### config.mk
export PLATFORM = sky130hd
export DESIGN_NAME = sat_frame_accumulator_flat
export DESIGN_NICKNAME = d
export VERILOG_FILES = /design/src/rtl/sat_frame_accumulator_pkg.sv /design/src/rtl/sat_frame_accumulator_if.sv /design/src/rtl/sat_frame_accumulator_add_step.sv /design/src/rtl/sat_frame_accumulator.sv /design/src/flat_wrapper.sv
export SDC_FILE = /design/constraint.sdc
export NUM_CORES = 1
export LEC_CHECK = 0
export ABC_AREA = 1
export CAP_MARGIN = 20
export CORE_AREA = 3 3 63 65
export CTS_BUF_LIST = sky130_fd_sc_hd__clkbuf_8 sky130_fd_sc_hd__clkbuf_16
export DETAILED_ROUTE_END_ITERATION = 12
export DIE_AREA = 0 0 66 68
export PLACE_DENSITY = 0.92
export SETUP_SLACK_MARGIN = 0.1
export SYNTH_ARGS = -nofsm -noshare
export SYNTH_HDL_FRONTEND = slang
export SYNTH_SLANG_ARGS = --single-unit
### constraint.sdc
create_clock -name CLK -period 7.4 [get_ports CLK]
set_clock_uncertainty 0.15 [all_clocks]
set_input_delay 1.48 -clock CLK [delete_from_list [all_inputs] [get_ports CLK]]
set_output_delay 1.48 -clock CLK [all_outputs]
set_load 0.01 [all_outputs]
### src/rtl/sat_frame_accumulator_pkg.sv
// sat_pkg: definitions shared by the saturating frame accumulator and its
// adder step.
//   SAT_MAX/SAT_MIN : signed range limits for a W-bit two's complement value
//   state_t         : accumulator FSM encoding (ST_ACC, ST_OUT)
//   cnt_width       : width of a counter that indexes LEN samples
package sat_pkg;

  typedef enum logic {
    ST_ACC = 1'b0,
    ST_OUT = 1'b1
  } state_t;

  function automatic longint SAT_MAX(input int w);
    return (longint'(1) <<< (w - 1)) - 1;
  endfunction

  function automatic longint SAT_MIN(input int w);
    return -(longint'(1) <<< (w - 1));
  endfunction

  // A counter running 0..len-1 needs clog2(len) bits, never fewer than one.
  function automatic int cnt_width(input int len);
    return (len <= 2) ? 1 : $clog2(len);
  endfunction

endpackage

### src/rtl/sat_frame_accumulator_if.sv
// sat_frame_accumulator_if: sample-in / result-out handshake bundle.
//   In_valid/In_ready/Din       : sample stream into the accumulator
//   Out_valid/Out_ready/Sout/Ovf: frame result stream out of the accumulator
// Modports:
//   master : the surrounding datapath (drives samples, consumes results)
//   slave  : the accumulator itself
interface sat_frame_accumulator_if #(
  parameter int W = 12
);
  logic         In_valid;
  logic         In_ready;
  logic [W-1:0] Din;
  logic         Out_valid;
  logic         Out_ready;
  logic [W-1:0] Sout;
  logic         Ovf;

  modport master (
    output In_valid, Din, Out_ready,
    input  In_ready, Out_valid, Sout, Ovf
  );

  modport slave (
    input  In_valid, Din, Out_ready,
    output In_ready, Out_valid, Sout, Ovf
  );
endinterface

### src/rtl/sat_frame_accumulator_add_step.sv
// sat_add_step: one combinational saturating/wrapping add of two signed
// W-bit operands.
//   a, b : signed W-bit operands
//   Mode : 1 = clamp to the signed range on overflow, 0 = wrap modulo 2^W
//   y    : W-bit result
//   flag : exact sum fell outside the signed W-bit range (either mode)
module sat_add_step
  import sat_pkg::*;
#(
  parameter int W = 12
) (
  input  logic signed [W-1:0] a,
  input  logic signed [W-1:0] b,
  input  logic                Mode,
  output logic signed [W-1:0] y,
  output logic                flag
);

  localparam logic signed [W:0] MAX_S = (W+1)'(SAT_MAX(W));
  localparam logic signed [W:0] MIN_S = (W+1)'(SAT_MIN(W));

  // One guard bit makes the sum exact, so the range check is a plain compare.
  logic signed [W:0] sum_full;
  assign sum_full = {a[W-1], a} + {b[W-1], b};

  always_comb begin
    y    = sum_full[W-1:0];
    flag = 1'b0;
    if (sum_full > MAX_S) begin
      flag = 1'b1;
      if (Mode) y = MAX_S[W-1:0];
    end else if (sum_full < MIN_S) begin
      flag = 1'b1;
      if (Mode) y = MIN_S[W-1:0];
    end
  end

endmodule

### src/rtl/sat_frame_accumulator.sv
// sat_frame_accumulator: sums frames of LEN signed W-bit samples, one result
// per frame, with per-step saturation or wrap selected by Mode.
//   CLK   : system clock, rising edge
//   Reset : synchronous active-low reset
//   Clear : synchronous frame abort (drops partial frame and pending result)
//   Mode  : 1 = saturate each partial sum, 0 = wrap; sampled per accepted sample
//   bus   : slave side of the sample/result handshake bundle
module sat_frame_accumulator
  import sat_pkg::*;
#(
  parameter int W   = 12,
  parameter int LEN = 4
) (
  input  logic                   CLK,
  input  logic                   Reset,
  input  logic                   Clear,
  input  logic                   Mode,
  sat_frame_accumulator_if.slave bus
);

  localparam int CW = cnt_width(LEN);
  localparam logic [CW-1:0] LAST_IDX = CW'(LEN - 1);

  state_t        state_reg, state_next;
  logic [W-1:0]  acc_reg;
  logic [CW-1:0] count_reg;
  logic          ovf_acc_reg;
  logic [W-1:0]  sout_reg;
  logic          ovf_reg;

  logic          in_ready;
  logic          accept;
  logic          last_sample;
  logic [W-1:0]  step_a;
  logic [W-1:0]  step_y;
  logic          step_flag;

  assign accept      = bus.In_valid & in_ready;
  assign last_sample = (count_reg == LAST_IDX);
  // The first sample of a frame starts from zero regardless of acc_reg.
  assign step_a      = (count_reg == '0) ? '0 : acc_reg;

  sat_add_step #(.W(W)) u_step (
    .a    (step_a),
    .b    (bus.Din),
    .Mode (Mode),
    .y    (step_y),
    .flag (step_flag)
  );

  // FSM: state register
  always_ff @(posedge CLK) begin
    if (!Reset) state_reg <= ST_ACC;
    else        state_reg <= state_next;
  end

  // FSM: next state. Clear wins over Out_ready and over a final accept.
  always_comb begin
    state_next = state_reg;
    if (Clear) begin
      state_next = ST_ACC;
    end else begin
      case (state_reg)
        ST_ACC:  if (accept && last_sample) state_next = ST_OUT;
        ST_OUT:  if (bus.Out_ready)         state_next = ST_ACC;
        default: state_next = ST_ACC;
      endcase
    end
  end

  // FSM: outputs. A result is pending exactly while in ST_OUT, so Out_valid
  // rises one cycle after the final sample and drops on the taking handshake.
  always_comb begin
    in_ready      = (state_reg == ST_ACC);
    bus.In_ready  = in_ready;
    bus.Out_valid = (state_reg == ST_OUT);
  end

  // Datapath: running sum, sample counter, sticky overflow and result hold.
  always_ff @(posedge CLK) begin
    if (!Reset) begin
      acc_reg     <= '0;
      count_reg   <= '0;
      ovf_acc_reg <= 1'b0;
      sout_reg    <= '0;
      ovf_reg     <= 1'b0;
    end else if (Clear) begin
      // Sout/Ovf deliberately keep their last values.
      acc_reg     <= '0;
      count_reg   <= '0;
      ovf_acc_reg <= 1'b0;
    end else if (accept) begin
      if (last_sample) begin
        sout_reg    <= step_y;
        ovf_reg     <= ovf_acc_reg | step_flag;
        acc_reg     <= '0;
        count_reg   <= '0;
        ovf_acc_reg <= 1'b0;
      end else begin
        acc_reg     <= step_y;
        count_reg   <= count_reg + CW'(1);
        ovf_acc_reg <= ovf_acc_reg | step_flag;
      end
    end
  end

  assign bus.Sout = sout_reg;
  assign bus.Ovf  = ovf_reg;

endmodule

### src/flat_wrapper.sv
// flat-port wrapper written by rule: the top's interface ports become plain ports
module sat_frame_accumulator_flat import sat_pkg::*;
#(
  parameter int W   = 12,
  parameter int LEN = 4
)
  (CLK, Reset, Clear, Mode, bus_In_valid, bus_Din, bus_Out_ready, bus_In_ready, bus_Out_valid, bus_Sout, bus_Ovf);
  sat_frame_accumulator_if #(.W(W)) bus_i ();
  input  logic CLK;
  input  logic Reset;
  input  logic Clear;
  input  logic Mode;
  input wire logic [$bits(bus_i.In_valid)-1:0] bus_In_valid;
  input wire logic [$bits(bus_i.Din)-1:0] bus_Din;
  input wire logic [$bits(bus_i.Out_ready)-1:0] bus_Out_ready;
  output wire logic [$bits(bus_i.In_ready)-1:0] bus_In_ready;
  output wire logic [$bits(bus_i.Out_valid)-1:0] bus_Out_valid;
  output wire logic [$bits(bus_i.Sout)-1:0] bus_Sout;
  output wire logic [$bits(bus_i.Ovf)-1:0] bus_Ovf;
  assign bus_i.In_valid = bus_In_valid;
  assign bus_i.Din = bus_Din;
  assign bus_i.Out_ready = bus_Out_ready;
  assign bus_In_ready = bus_i.In_ready;
  assign bus_Out_valid = bus_i.Out_valid;
  assign bus_Sout = bus_i.Sout;
  assign bus_Ovf = bus_i.Ovf;
  sat_frame_accumulator #(.W(W), .LEN(LEN)) u_core (.CLK(CLK), .Reset(Reset), .Clear(Clear), .Mode(Mode), .bus(bus_i));
endmodule
## After elaboration in Yosys (flattened, before gate mapping)

Cells that the tools add are included.

| operators by class | value |
|---|---|
| magnitude comparators | 2 |
| bitwise logic cells | 5 |
| add/subtract/negate cells | 2 |
| equal/unequal tests | 1 |
| muxes and demuxes | 13 |
| reduce and logical (&&, ||, !) cells | 4 |

Operators by type and width:

| kind | number |
|---|---|
| 12-bit two-way mux | 6 |
| 12-bit by 12-bit adder with 13-bit output | 1 |
| 13-bit by 12-bit > comparator with 1-bit output, second input constant | 1 |
| 13-bit by 12-bit less-than comparator with 1-bit output, second input constant | 1 |
| 1-bit two-way mux | 5 |
| 1-bit inverter | 3 |
| 3-bit AND reduction | 1 |
| 2-bit by 1-bit adder with 2-bit output, second input constant | 1 |
| 2-bit equality test, second input constant | 1 |
| 2-bit zero test | 1 |
| 2-bit two-way mux | 1 |
| 1-bit case mux with 2 select lines | 1 |
| 2-bit OR reduction | 1 |
| 1-bit bitwise AND | 1 |
| 1-bit logical AND | 1 |
| 1-bit OR | 1 |

| word-level totals | value |
|---|---|
| input bits | 18 |
| logic and storage cells | 33 |
| output and inout bits | 15 |
| register bits | 29 |

## Longest topological paths before layout

Gate-level depths: netlist of the first run.

| depth | value |
|---|---|
| word-level depth | 8 |
| mapped depth | 19 |

## Modules after synthesis

A second synthesis of the first run with hierarchy kept.

| second synthesis, totals | value |
|---|---|
| cell total of the unflattened synthesis | 316 |
| area total of the unflattened synthesis | 2095.8 um^2 |

Modules (own cells, without submodules):

| module | cells each | instances | area each (um^2) |
|---|---|---|---|
| sat_frame_accumulator | 186 | 1 | 1295.0 |
| sat_add_step | 130 | 1 | 800.8 |

## Worst setup path after synthesis of the first run

Ideal clock, no wire load.

| timing path | value |
|---|---|
| path kind | input to register |
| start | in bus_Din[0] |
| end | reg u_core.sout_reg[1], in the netlist u_core.bus.Sout[1] |
| buffers on the path | 1 |
| required time | 7.137 ns |
| arrival | 3.008 ns |
| cell stages on the path | 13 |
| library setup time | 0.113 ns |
| setup slack | 4.129 ns |
| cell sequence | ha_1 > fa_1 > nand3_1 > nand2_1 > nand3_1 > nand4_1 > nand2_2 > nand3_2 > buf_6 > nand2_2 > nand2_2 > o21ai_1 > inv_1 |

| between the ends | value |
|---|---|
| longest elaborated chain between the ends | 4 |
| elaborated cells between the ends (all ways) | 7 |
| those cells by class | 1 x add/sub; 2 x order compare; 4 x mux |

Ends and longest elaborated chain:

| item | RTL line | text |
|---|---|---|
| start: declaration | flat_wrapper.sv:14 | `input wire logic [$bits(bus_i.Din)-1:0] bus_Din;` |
| 12-bit by 12-bit adder with 13-bit output (*) | sat_frame_accumulator_add_step.sv:24 | `assign sum_full = {a[W-1], a} + {b[W-1], b};` |
| 13-bit by 12-bit less-than comparator with 1-bit output / 12-bit two-way mux (equally long branches) | sat_frame_accumulator_add_step.sv:32, sat_frame_accumulator_add_step.sv:34 |  |
| 12-bit two-way mux | sat_frame_accumulator_add_step.sv:32 | `end else if (sum_full < MIN_S) begin` |
| 12-bit two-way mux (*) | sat_frame_accumulator_add_step.sv:29 | `if (sum_full > MAX_S) begin` |
| end signal: assignment | sat_frame_accumulator.sv:94 | `sout_reg <= step_y;` |
| end: declaration | sat_frame_accumulator.sv:28 | `logic [W-1:0] sout_reg;` |

Mark *: on every way between the ends. The rest lies on a longest branch, timed or not.
A chain may end at the register's enable or synchronous reset.

## Final worst setup path of the first run

| timing path | value |
|---|---|
| start | in bus_Din[0] |
| end | reg u_core.sout_reg[10], in the netlist u_core.bus.Sout[10] |

Same word-level chain as after synthesis.

==> impl_metrics.csv, run 1 <==
group,metric,value,unit
status,run_status,"finished, final reports clean",
logic_synthesis,synth_seq_cells,29,
final_layout,sequential_cell_area,581,µm²
worst_setup_path,crit_chain,"clkdlybuf4s50_1 -> ha_1 -> fa_1 -> nand3_1 -> nand2_1 -> nand3_1 -> nand4_1 -> nand2_2 -> nand3_2 -> nand2_1 -> nand2_1 -> o21ai_0 -> inv_1",
global_route,grt_remaining_overflow,0,
logic_synthesis,synth_enable_flop_cells,0,
sta,tightestPinTransition,0.825,ns
final_layout,drive_above_1_share,0.127,
final_layout,finish.net_count,363,
global_route,grt_start_max_net_pins,18,
detailed_routing,detail_route.drc_violations,0,
detailed_routing,detail_route.wirelength,4.47,mm
clocking,cts_setup_buffers,0,
detailed_routing,vias,1956,
clocking,ctsResizeCount,0,
detailed_routing,dr.pass1.iters,5,
global_route,gr-usage-all-layers,0.217,
logic_synthesis,post_synth_instance_area,0.00197,mm²
global_route,grt_first_pass_wirelength,7.47,mm
global_route,groute.layer.met3.usage,0.0739,
worst_setup_path,startpoint_type_of_the_worst_setup_path,"primary input",
placement,place_congestion,0.847,
sta,worst_hold_slack,0.315,ns
detailed_routing,detail_route.wl_per_cell,11.9,µm
sta,totalNegativeSetupSlack,0,ns
worst_setup_path,crit_path_top_delay_cell,"sky130_fd_sc_hd__fa_1",
clocking,tritoncts,"yes",
detailed_routing,ant_nets,0,
final_layout,n_fill_cell,288,
pwr,design_power_total,0.353,mW
clocking,cts_inserted_buffers,5,
sta,final_max_slew_viol_count,0,
floorplanning,core_area,0.00339,mm²
clocking,cts.sink_count,29,
pwr,max_ir_drop_vdd,0.0888,mV
floorplanning,die_h,68,µm
global_route,grt_antenna_before_repair,0,
floorplanning,design.die.area,0.00449,mm²
logic_synthesis,syn_area_per_cell,6.57,µm²
worst_setup_path,critPathTopFamily,"simple AND/OR/NAND/NOR gates",
sta,max_clock_freq,0.263,GHz
logic_synthesis,synth_cell_type_count,25,
pwr,static-leakage-power,1.18,nW
global_route,global_route.peak_usage_layer,"met2",
floorplanning,initial_core_util,0.582,
clocking,clock_tree.buffer_depth,2,
worst_setup_path,setup.worst_path.class,"in -> reg",
sta,min_period,3.80,ns
logic_synthesis,synthesized_netlist_cell_count,300,
global_route,grt.met1_usage,0.236,
worst_setup_path,slowest_delay,0.41,ns
logic_synthesis,ys_dominant_reg_cell,"sky130_fd_sc_hd__dfxtp_1",
final_layout,multi_input_area,0.00117,mm²
global_route,grt_pass1_vias,1889,
floorplanning,row_count,21,
clocking,cts_max_level,2,
worst_setup_path,critical_path_required,7.42,ns
final_layout,finalInstanceArea,0.00238,mm²
global_route,grt_use_met2,0.409,
sta,report.final.setup_viol,0,
final_layout,antenna_cells,0,
final_layout,flow.area_growth_from_synthesis,20.9,%
logic_synthesis,async_flop_share,0,
clocking,postCtsHoldBufs,0,
worst_setup_path,cp_capture_type,"flop",
pwr,power.density,148,mW/mm²
detailed_routing,first_iter_violations,155,
clocking,path_clk_slew,0.06,ns
sta,maxSlewHeadroom,0.448,
sta,finalHoldViolCount,0,
sta,grt_setup_unrepaired,"false",
worst_setup_path,path_buf_inv,2,
worst_setup_path,worst_path_most_repeated_cell,"sky130_fd_sc_hd__nand2_1",
flow_run,max_cap_violations,0,
worst_setup_path,critical_path.max_fanout,11,
clocking,root_buffer,"sky130_fd_sc_hd__clkbuf_8",
logic_synthesis,synth_fp_nets,333,
hold_path,path_class_of_the_lowest_slack_min_delay_path,"reg -> reg",
detailed_routing,via_per_inst,5.20,
clocking,insertion_delay,0.28,ns
floorplanning,boundary_pin_count,33,
worst_setup_path,worst-endpoint-arrival,3.82,ns
placement,dp.final_hpwl,3.46,mm
placement,port_buffers,32,
placement,post_dp_cell_area,0.00230,mm²
floorplanning,die_width,66,µm
sta,min_period_over_period,0.514,
logic_synthesis,synth-warning-count,0,
logic_synthesis,seq_area_frac_synth,0.294,
## routing by layer
layer | vias up | share of wire
met3 | 7 | 0.058
met2 | 58 | 0.51
met5 | - | 0
met1 | 900 | 0.42
li1 | 991 | -
met4 | 0 | 0.013
## worst paths after layout
kind | start | endpoint | slack [ns] | depth (start not counted)
max reg2reg | u_core.count_reg[0] | u_core.bus.Sout[10] | 4.21 | 15
max | bus_Din[0] | u_core.bus.Sout[10] | 3.60 | 13
min reg2reg | u_core.acc_reg[11] | u_core.acc_reg[11] | 0.32 | 2
min | u_core.acc_reg[11] | u_core.acc_reg[11] | 0.32 | 2
## layout by cell type (no fill, tap or decap)
| cell | instances |
|---|---|
| sky130_fd_sc_hd__ha_1 | 14 |
| sky130_fd_sc_hd__dfxtp_1 | 29 |
| sky130_fd_sc_hd__a21oi_2 | 1 |
| sky130_fd_sc_hd__clkdlybuf4s50_1 | 32 |
| sky130_fd_sc_hd__inv_2 | 1 |
| sky130_fd_sc_hd__nand2_2 | 26 |
| sky130_fd_sc_hd__a31oi_1 | 3 |
| sky130_fd_sc_hd__nand2_1 | 63 |
| sky130_fd_sc_hd__xor2_1 | 3 |
| sky130_fd_sc_hd__o21bai_1 | 2 |
| sky130_fd_sc_hd__o21ai_1 | 9 |
| sky130_fd_sc_hd__inv_1 | 45 |
| sky130_fd_sc_hd__a21oi_1 | 23 |
| sky130_fd_sc_hd__clkbuf_8 | 6 |
| sky130_fd_sc_hd__nand3_1 | 5 |
| sky130_fd_sc_hd__nand4_1 | 4 |
| sky130_fd_sc_hd__fa_1 | 1 |
| sky130_fd_sc_hd__o21ai_2 | 1 |
| sky130_fd_sc_hd__or2_2 | 2 |
| sky130_fd_sc_hd__o21ai_0 | 6 |
| sky130_fd_sc_hd__nor2_2 | 2 |
| sky130_fd_sc_hd__nor2_1 | 45 |
| sky130_fd_sc_hd__xnor2_1 | 4 |
| sky130_fd_sc_hd__nand3_2 | 3 |
## cells by family (layout without fill, tap and decap cells)
kind of cell    count (synthesis)  count (layout)  share of synthesized area
simple gates                  150             150                      0.341
compound gates                 45              45                      0.122
fa+ha+maj                      15              15                     0.0990
buf+inv                        54              84                      0.112
xor+xnor                        7               7                     0.0311
flops                          29              29                      0.294
## where the power goes
part           leakage, nW  internal [mW]  switching, mW
Clock               0.0485         0.0721         0.0567
Sequential           0.235          0.160        0.00194
Combinational        0.898         0.0253         0.0372
Total                 1.18          0.257         0.0958
## final cells by class
type                    instances  area share
multi-input cells             217       0.491
clock buffers                   6      0.0346
flip-flops and latches         29       0.243
clock inverters                 1     0.00157
repair buffers                 32       0.134
inverters                      45      0.0708
well taps                      46      0.0241
## cell usage after synthesis, types with 2 or more instances
cell	instances	area, µm²
sky130_fd_sc_hd__o21bai_1	2	15.0
sky130_fd_sc_hd__a31oi_1	3	18.8
sky130_fd_sc_hd__dfxtp_1	29	581
sky130_fd_sc_hd__nor2_2	2	12.5
sky130_fd_sc_hd__nand3_2	3	30.0
sky130_fd_sc_hd__xor2_1	3	26.3
sky130_fd_sc_hd__nand2_1	63	236
sky130_fd_sc_hd__a21oi_1	23	115
sky130_fd_sc_hd__clkbuf_1	5	18.8
sky130_fd_sc_hd__nand2_2	26	163
sky130_fd_sc_hd__nand3_1	5	25.0
sky130_fd_sc_hd__o21ai_0	6	30.0
sky130_fd_sc_hd__o21ai_1	9	45.0
sky130_fd_sc_hd__ha_1	14	175
sky130_fd_sc_hd__buf_6	2	22.5
sky130_fd_sc_hd__or2_2	2	12.5
sky130_fd_sc_hd__nor2_1	45	169
sky130_fd_sc_hd__buf_2	2	10.0
sky130_fd_sc_hd__inv_1	44	165
sky130_fd_sc_hd__xnor2_1	4	35.0
sky130_fd_sc_hd__nand4_1	4	25.0
## worst register-to-register path, delay by kind of cell (launching register included)
kind                       cells  cell delay [ns]
AOI/OAI and AO/OA              1             0.18
adders and majority gates      3             1.10
buffers and inverters          2             0.15
DFF                            1             0.32
and+or+nand+nor                9             1.18
## metrics by stage
stage / setup slack, ns / utilization / std cells
detailed placement: 3.34 / 0.678 / 369
global placement: 3.44 / 0.678 / 369
floorplan: 4.13 / - / 300
finish: 3.60 / 0.704 / 376
global route: 3.36 / 0.704 / 376
CTS: 3.64 / 0.704 / 376
Power figures use the tool's default switching activity.
==> run 2, diff against run 1 <==
--- a/config.mk
+++ b/config.mk
@@ -7,11 +7,11 @@
 export LEC_CHECK = 0
 export ABC_AREA = 1
 export CAP_MARGIN = 20
-export CORE_AREA = 3 3 63 65
+export CORE_AREA = 3 3 65 67
 export CTS_BUF_LIST = sky130_fd_sc_hd__clkbuf_8 sky130_fd_sc_hd__clkbuf_16
 export DETAILED_ROUTE_END_ITERATION = 12
-export DIE_AREA = 0 0 66 68
-export PLACE_DENSITY = 0.92
+export DIE_AREA = 0 0 68 70
+export PLACE_DENSITY = 0.87
 export SETUP_SLACK_MARGIN = 0.1
 export SYNTH_ARGS = -nofsm -noshare
 export SYNTH_HDL_FRONTEND = slang
==> constraint.sdc (replaced) <==
create_clock -name CLK -period 3.9 [get_ports CLK]
set_clock_uncertainty 0.15 [all_clocks]
set_input_delay 0.78 -clock CLK [delete_from_list [all_inputs] [get_ports CLK]]
set_output_delay 0.78 -clock CLK [all_outputs]
set_load 0.01 [all_outputs]
==> run 2 against run 1 <==
Via count fell by 3.0%. Sequential power rose by 90%. Global-route usage fell by 1.4 points. Critical endpoint is now u_core.acc_reg[0]. Largest power group unchanged.
==> impl_metrics.csv, run 2 (synthesis results as in run 1) <==
group,metric,value,unit
status,run_status,"finished, final reports clean",
detailed_routing,detail_route.drc_violations,0,
floorplanning,core_area,0.00369,mm²
worst_setup_path,worst_reg2reg_setup_slack,0.79,ns
clocking,cts_setup_buffers,0,
worst_setup_path,setup.worst_path.class,"reg -> reg",
final_layout,drive_above_1_share,0.127,
floorplanning,die_width,68,µm
detailed_routing,first_iter_violations,113,
floorplanning,die_h,70,µm
floorplanning,design.die.area,0.00476,mm²
placement,port_buffers,32,
worst_setup_path,startpoint_type_of_the_worst_setup_path,"flop",
global_route,grt_remaining_overflow,0,
sta,totalNegativeSetupSlack,0,ns
flow_run,max_cap_violations,0,
final_layout,final_util,0.648,
clocking,cts_inserted_buffers,5,
sta,min_period,3.11,ns
worst_setup_path,crit_path_top_delay_cell,"sky130_fd_sc_hd__ha_1",
clocking,insertion_delay,0.28,ns
pwr,share_comb_of_total_power,0.181,
final_layout,finish.net_count,364,
final_layout,antenna_cells,0,
worst_setup_path,crit_chain,"inv_1 -> ha_1 -> nor2_1 -> ha_1 -> fa_1 -> nand3_1 -> nand2_1 -> nand3_1 -> nand3_1 -> nand2_1 -> nand2_2 -> inv_2 -> nand3_2 -> nand2_2 -> nand2_1 -> a21oi_2",
sta,maxSlewHeadroom,0.438,
worst_setup_path,cp_capture_type,"flop",
worst_setup_path,critical_path_required,3.96,ns
pwr,fraction_of_power_spent_switching_nets,0.280,
pwr,power_frac_clock,0.349,
clocking,cts_max_level,2,
sta,grt_setup_unrepaired,"false",
final_layout,n_fill_cell,363,
placement,placement.setup.worst_slack,0.537,ns
global_route,gr-usage-all-layers,0.204,
pwr,total_switching_power,0.183,mW
global_route,grt_start_max_net_pins,18,
hold_path,path_class_of_the_lowest_slack_min_delay_path,"reg -> reg",
pwr,design_power_total,0.652,mW
placement,dp.final_hpwl,3.38,mm
sta,final_max_slew_viol_count,0,
clocking,postCtsHoldBufs,0,
global_route,grt_antenna_before_repair,0,
clocking,clock_tree.buffer_depth,2,
sta,min_period_over_period,0.798,
sta,finalWorstSetupSlack,0.789,ns
clocking,root_buffer,"sky130_fd_sc_hd__clkbuf_8",
global_route,grt_pass1_vias,1783,
pwr,max_ir_drop_vdd,0.179,mV
clocking,path_clk_slew,0.06,ns
clocking,ctsResizeCount,0,
worst_setup_path,critical_path.max_fanout,12,
detailed_routing,detail_route.wl_per_cell,11.4,µm
global_route,grt_first_pass_wirelength,7.52,mm
detailed_routing,via_per_inst,4.99,
floorplanning,boundary_pin_count,33,
pwr,power_report.internal_total,0.470,mW
sta,finalHoldViolCount,0,
pwr,static-leakage-power,1.19,nW
detailed_routing,dr.pass1.iters,4,
pwr,power.density,273,mW/mm²
placement,place_congestion,0.852,
sta,tightestPinTransition,0.840,ns
detailed_routing,vias,1898,
sta,report.final.setup_viol,0,
final_layout,flow.area_growth_from_synthesis,21.1,%
sta,max_clock_freq,0.321,GHz
floorplanning,row_count,22,
detailed_routing,detail_route.wirelength,4.35,mm
final_layout,most_frequent_standard_cell_in_the_layout_excluding_fill_and_tap_cells,"sky130_fd_sc_hd__nand2_1",
detailed_routing,ant_nets,0,
worst_setup_path,slowest_delay,0.42,ns
clocking,cts.sink_count,29,
floorplanning,initial_core_util,0.535,
final_layout,layout.cells.most_common_list,"sky130_fd_sc_hd__nand2_1, sky130_fd_sc_hd__inv_1, sky130_fd_sc_hd__nor2_1",
worst_setup_path,worst-endpoint-arrival,3.17,ns
pwr,pwr-share-seq,0.470,
clocking,tritoncts,"yes",
## run 2: cell types whose count changed in the layout (fill, tap and decap cells not counted), sizes merged
| cell | delta |
|---|---|
| clkbuf | -1 |
| inv | +2 |
| buf | +1 |
## run 2: layer usage
layer,share of wire,wire length (µm),vias to the layer above,global-route usage
met5,0,0,-,0
met4,0.0081,35,0,0.0464
met3,0.047,205,3,0.0643
met2,0.51,2200,37,0.339
met1,0.44,1900,863,0.251
li1,-,-,995,-
## run 2: area by class of cell
type | instances | area (µm²) | share of cell area
Timing Repair Buffer | 33 | 328 | 0.137
Clock inverter | 3 | 11.3 | 0.00471
Tap cell | 48 | 60.1 | 0.0251
Sequential cell | 29 | 581 | 0.243
Clock buffer | 5 | 68.8 | 0.0288
Multi-Input combinational cell | 217 | 1170 | 0.490
Inverter | 45 | 169 | 0.0707
## run 2: worst paths after layout
check	cells past startpoint	to	from
worst max-delay path	16	u_core.acc_reg[0]	u_core.count_reg[0]
worst min-delay path	2	u_core.acc_reg[1]	u_core.acc_reg[1]
worst max register to register	16	u_core.acc_reg[0]	u_core.count_reg[0]
worst min register to register	2	u_core.acc_reg[1]	u_core.acc_reg[1]
## run 2: through the flow
stage / cells / hold WS, ns / instance area, µm²
6_report: 380 / 0.319 / 2390
5_1_grt: 380 / 0.327 / 2390
4_1_cts: 380 / 0.317 / 2390
3_5_place_dp: 372 / 0.309 / 2310
3_3_place_gp: 372 / 0.304 / 2310
2_1_floorplan: 300 / 0.295 / 1970
## run 2: power by group through the flow
| stage | logic, mW | clock network [mW] | registers, mW |
|---|---|---|---|
| 2_1_floorplan | 0.0829 | 0 | 0.312 |
| 3_3_place_gp | 0.115 | 0 | 0.313 |
| 3_5_place_dp | 0.117 | 0 | 0.313 |
| 4_1_cts | 0.118 | 0.233 | 0.307 |
| 5_1_grt | 0.133 | 0.248 | 0.307 |
| 6_report | 0.118 | 0.228 | 0.307 |
## run 2: worst max-delay path, delay by kind of cell, from the launching register on
kind | cells | cell delay, ns
compound gates | 1 | 0.16
fa+ha+maj | 3 | 1.05
buf+inv | 2 | 0.17
flops | 1 | 0.32
simple gates | 10 | 1.19
==> run 3, diff against run 2 <==
--- a/config.mk
+++ b/config.mk
@@ -7,11 +7,11 @@
 export LEC_CHECK = 0
 export ABC_AREA = 1
 export CAP_MARGIN = 20
-export CORE_AREA = 3 3 65 67
+export CORE_AREA = 3 3 69 71
 export CTS_BUF_LIST = sky130_fd_sc_hd__clkbuf_8 sky130_fd_sc_hd__clkbuf_16
 export DETAILED_ROUTE_END_ITERATION = 12
-export DIE_AREA = 0 0 68 70
-export PLACE_DENSITY = 0.87
+export DIE_AREA = 0 0 72 74
+export PLACE_DENSITY = 0.82
 export SETUP_SLACK_MARGIN = 0.1
 export SYNTH_ARGS = -nofsm -noshare
 export SYNTH_HDL_FRONTEND = slang
==> constraint.sdc (replaced) <==
create_clock -name CLK -period 2.7 [get_ports CLK]
set_clock_uncertainty 0.15 [all_clocks]
set_input_delay 0.54 -clock CLK [delete_from_list [all_inputs] [get_ports CLK]]
set_output_delay 0.54 -clock CLK [all_outputs]
set_load 0.01 [all_outputs]
==> run 3 against run 2 <==
Design area up 26%. Critical path depth down 1. Critical endpoint is now u_core.acc_reg[5]. Flip-flop and latch count unchanged. Clock power is 57% higher. Worst hold slack lost 0.0030 ns. Clock-buffer cell count unchanged. Largest cell class unchanged. Sequential power rose by 44%. Routed wire length increased by 29%. Setup slack worse by 0.65 ns.
==> impl_metrics.csv, run 3 (synthesis results as in run 1) <==
group,metric,value,unit
status,run_status,"finished, final reports clean",
clocking,cts_inserted_buffers,5,
detailed_routing,via_per_inst,5.10,
placement,placement.setup.worst_slack,-0.248,ns
clocking,clock_tree.buffer_depth,2,
final_layout,sequential_cell_area,583,µm²
sta,grt_setup_unrepaired,"true",
sta,tightestPinTransition,0.554,ns
pwr,max_ir_drop_vdd,0.432,mV
sta,finalHoldViolCount,0,
detailed_routing,ant_nets,0,
sta,maxSlewHeadroom,0.630,
clocking,tritoncts,"yes",
floorplanning,die_width,72,µm
clocking,cts.sink_count,29,
worst_setup_path,r2r_cells,17,
floorplanning,design.die.area,0.00533,mm²
detailed_routing,first_iter_violations,150,
clocking,cts_max_level,2,
final_layout,most_frequent_standard_cell_in_the_layout_excluding_fill_and_tap_cells,"sky130_fd_sc_hd__nand2_1",
clocking,root_buffer,"sky130_fd_sc_hd__clkbuf_8",
worst_setup_path,critical_path.max_fanout,5,
sta,finalWorstSetupSlack,0.138,ns
hold_path,path_class_of_the_lowest_slack_min_delay_path,"reg -> reg",
sta,report.final.setup_viol,0,
final_layout,flow.area_growth_from_synthesis,53.0,%
placement,placedCellCount,400,
final_layout,layout.cells.most_common_list,"sky130_fd_sc_hd__nand2_1, sky130_fd_sc_hd__inv_1, sky130_fd_sc_hd__nor2_1",
global_route,grt_pass1_vias,1898,
detailed_routing,detail_route.wirelength,5.61,mm
clocking,insertion_delay,0.29,ns
worst_setup_path,regToRegEndpoint,"u_core.bus.Sout[4]",
placement,dp.final_hpwl,3.59,mm
global_route,grt_antenna_before_repair,0,
pwr,power.density,355,mW/mm²
clocking,path_clk_slew,0.07,ns
floorplanning,core_area,0.00429,mm²
sta,max_clock_freq,0.390,GHz
floorplanning,initial_core_util,0.459,
floorplanning,die_h,74,µm
global_route,gr-usage-all-layers,0.193,
worst_setup_path,critical_path.reg2reg.startpoint,"u_core.count_reg[1]",
sta,min_period,2.56,ns
worst_setup_path,critical_path_required,2.77,ns
worst_setup_path,worst-endpoint-arrival,2.63,ns
worst_setup_path,startpoint_type_of_the_worst_setup_path,"primary input",
final_layout,drive_above_1_share,0.350,
flow_run,max_cap_violations,0,
sta,final_max_slew_viol_count,0,
detailed_routing,detail_route.wl_per_cell,13.5,µm
detailed_routing,vias,2118,
final_layout,antenna_cells,0,
floorplanning,boundary_pin_count,33,
worst_setup_path,cp_capture_type,"flop",
hold_path,hold_path.startpoint,"u_core.acc_reg[1]",
final_layout,n_fill_cell,317,
hold_path,hold_path_depth,2,
floorplanning,row_count,24,
final_layout,finish.cell_count_without_fillers,415,
placement,place_congestion,0.856,
global_route,grt_start_max_net_pins,17,
final_layout,finish.net_count,395,
hold_path,worst_min_delay_path_endpoint,"u_core.acc_reg[1]",
global_route,grt_remaining_overflow,0,
detailed_routing,dr.pass1.iters,4,
global_route,grt_first_pass_wirelength,8.16,mm
worst_setup_path,worst_reg2reg_setup_slack,0.15,ns
worst_setup_path,setup.worst_path.class,"in -> reg",
final_layout,multi_input_area,0.00148,mm²
detailed_routing,detail_route.drc_violations,0,
pwr,static-leakage-power,1.39,nW
placement,port_buffers,32,
sta,min_period_over_period,0.949,
==> run 3: metrics by stage <==
step | instance area [µm²] | power [mW] | util | TNS (ns) | hold slack (ns)
after floorplan | 1970 | 0.571 | - | 0 | 0.295
after global placement | 2520 | 0.649 | 0.587 | -2.57 | 0.303
after detailed placement | 2520 | 0.653 | 0.587 | -4.07 | 0.305
after CTS | 2630 | 1.01 | 0.612 | 0 | 0.315
after global routing | 3020 | 1.11 | 0.703 | 0 | 0.346
final | 3020 | 1.07 | 0.703 | 0 | 0.316
==> run 3: layer usage <==
layer / global-route usage / share of wire / vias to the layer above / wire length [µm]
met5: 0 / 0 / - / 0
met1: 0.229 / 0.40 / 971 / 2250
li1: - / - / 1061 / -
met3: 0.0432 / 0.053 / 19 / 295
met2: 0.350 / 0.51 / 67 / 2860
met4: 0.0543 / 0.035 / 0 / 199
==> run 3: timing repair <==
action | in CTS | in global routing
hold buffers | 0 | 0
setup endpoints to repair | 26 | 26
pin swaps | 1 | 31
gates resized for setup | 6 | 66
gates cloned | 0 | 2
buffers inserted | 0 | 5
==> run 3: worst max-delay path by stage <==
stage | depth (start not counted) | to | start | slack, ns
after global placement | 14 | u_core.bus.Sout[10] | bus_Din[0] | -0.18
after global routing | 16 | u_core.bus.Sout[3] | u_core.count_reg[1] | 0.0009
after detailed placement | 14 | u_core.bus.Sout[10] | bus_Din[0] | -0.25
after floorplan | 17 | u_core.bus.Sout[1] | u_core.count_reg[0] | 0.12
final | 15 | u_core.acc_reg[5] | bus_Din[0] | 0.14
after CTS | 14 | u_core.bus.Sout[10] | bus_Din[0] | 0.09
==> run 3: final cells by class <==
cell class,instances,area share
multi-input cells,217,0.491
repair buffers,64,0.210
flip-flops and latches,29,0.193
inverters,45,0.0560
clock buffers,5,0.0228
well taps,52,0.0216
clock inverters,3,0.00580
==> run 3: report_power, final <==
part | total [mW] | switching, mW | internal [mW]
sequential | 0.443 | 0.00548 | 0.438
combinational | 0.268 | 0.143 | 0.124
clock | 0.359 | 0.181 | 0.178
total | 1.07 | 0.330 | 0.740
==> run 3: critical path: stages <==
cell and delay [ns]:
sky130_fd_sc_hd__clkdlybuf4s50_1 0.41, sky130_fd_sc_hd__ha_2 0.20, sky130_fd_sc_hd__fa_2 0.35, sky130_fd_sc_hd__nand3_1 0.10
sky130_fd_sc_hd__nand2_2 0.08, sky130_fd_sc_hd__nand3_2 0.08, sky130_fd_sc_hd__nand3_2 0.06, sky130_fd_sc_hd__nand2_1 0.08
sky130_fd_sc_hd__nand2_2 0.10, sky130_fd_sc_hd__inv_2 0.09, sky130_fd_sc_hd__nand3_4 0.10, sky130_fd_sc_hd__clkbuf_16 0.18
sky130_fd_sc_hd__nand2_2 0.08, sky130_fd_sc_hd__nand2_1 0.07, sky130_fd_sc_hd__a21oi_2 0.11
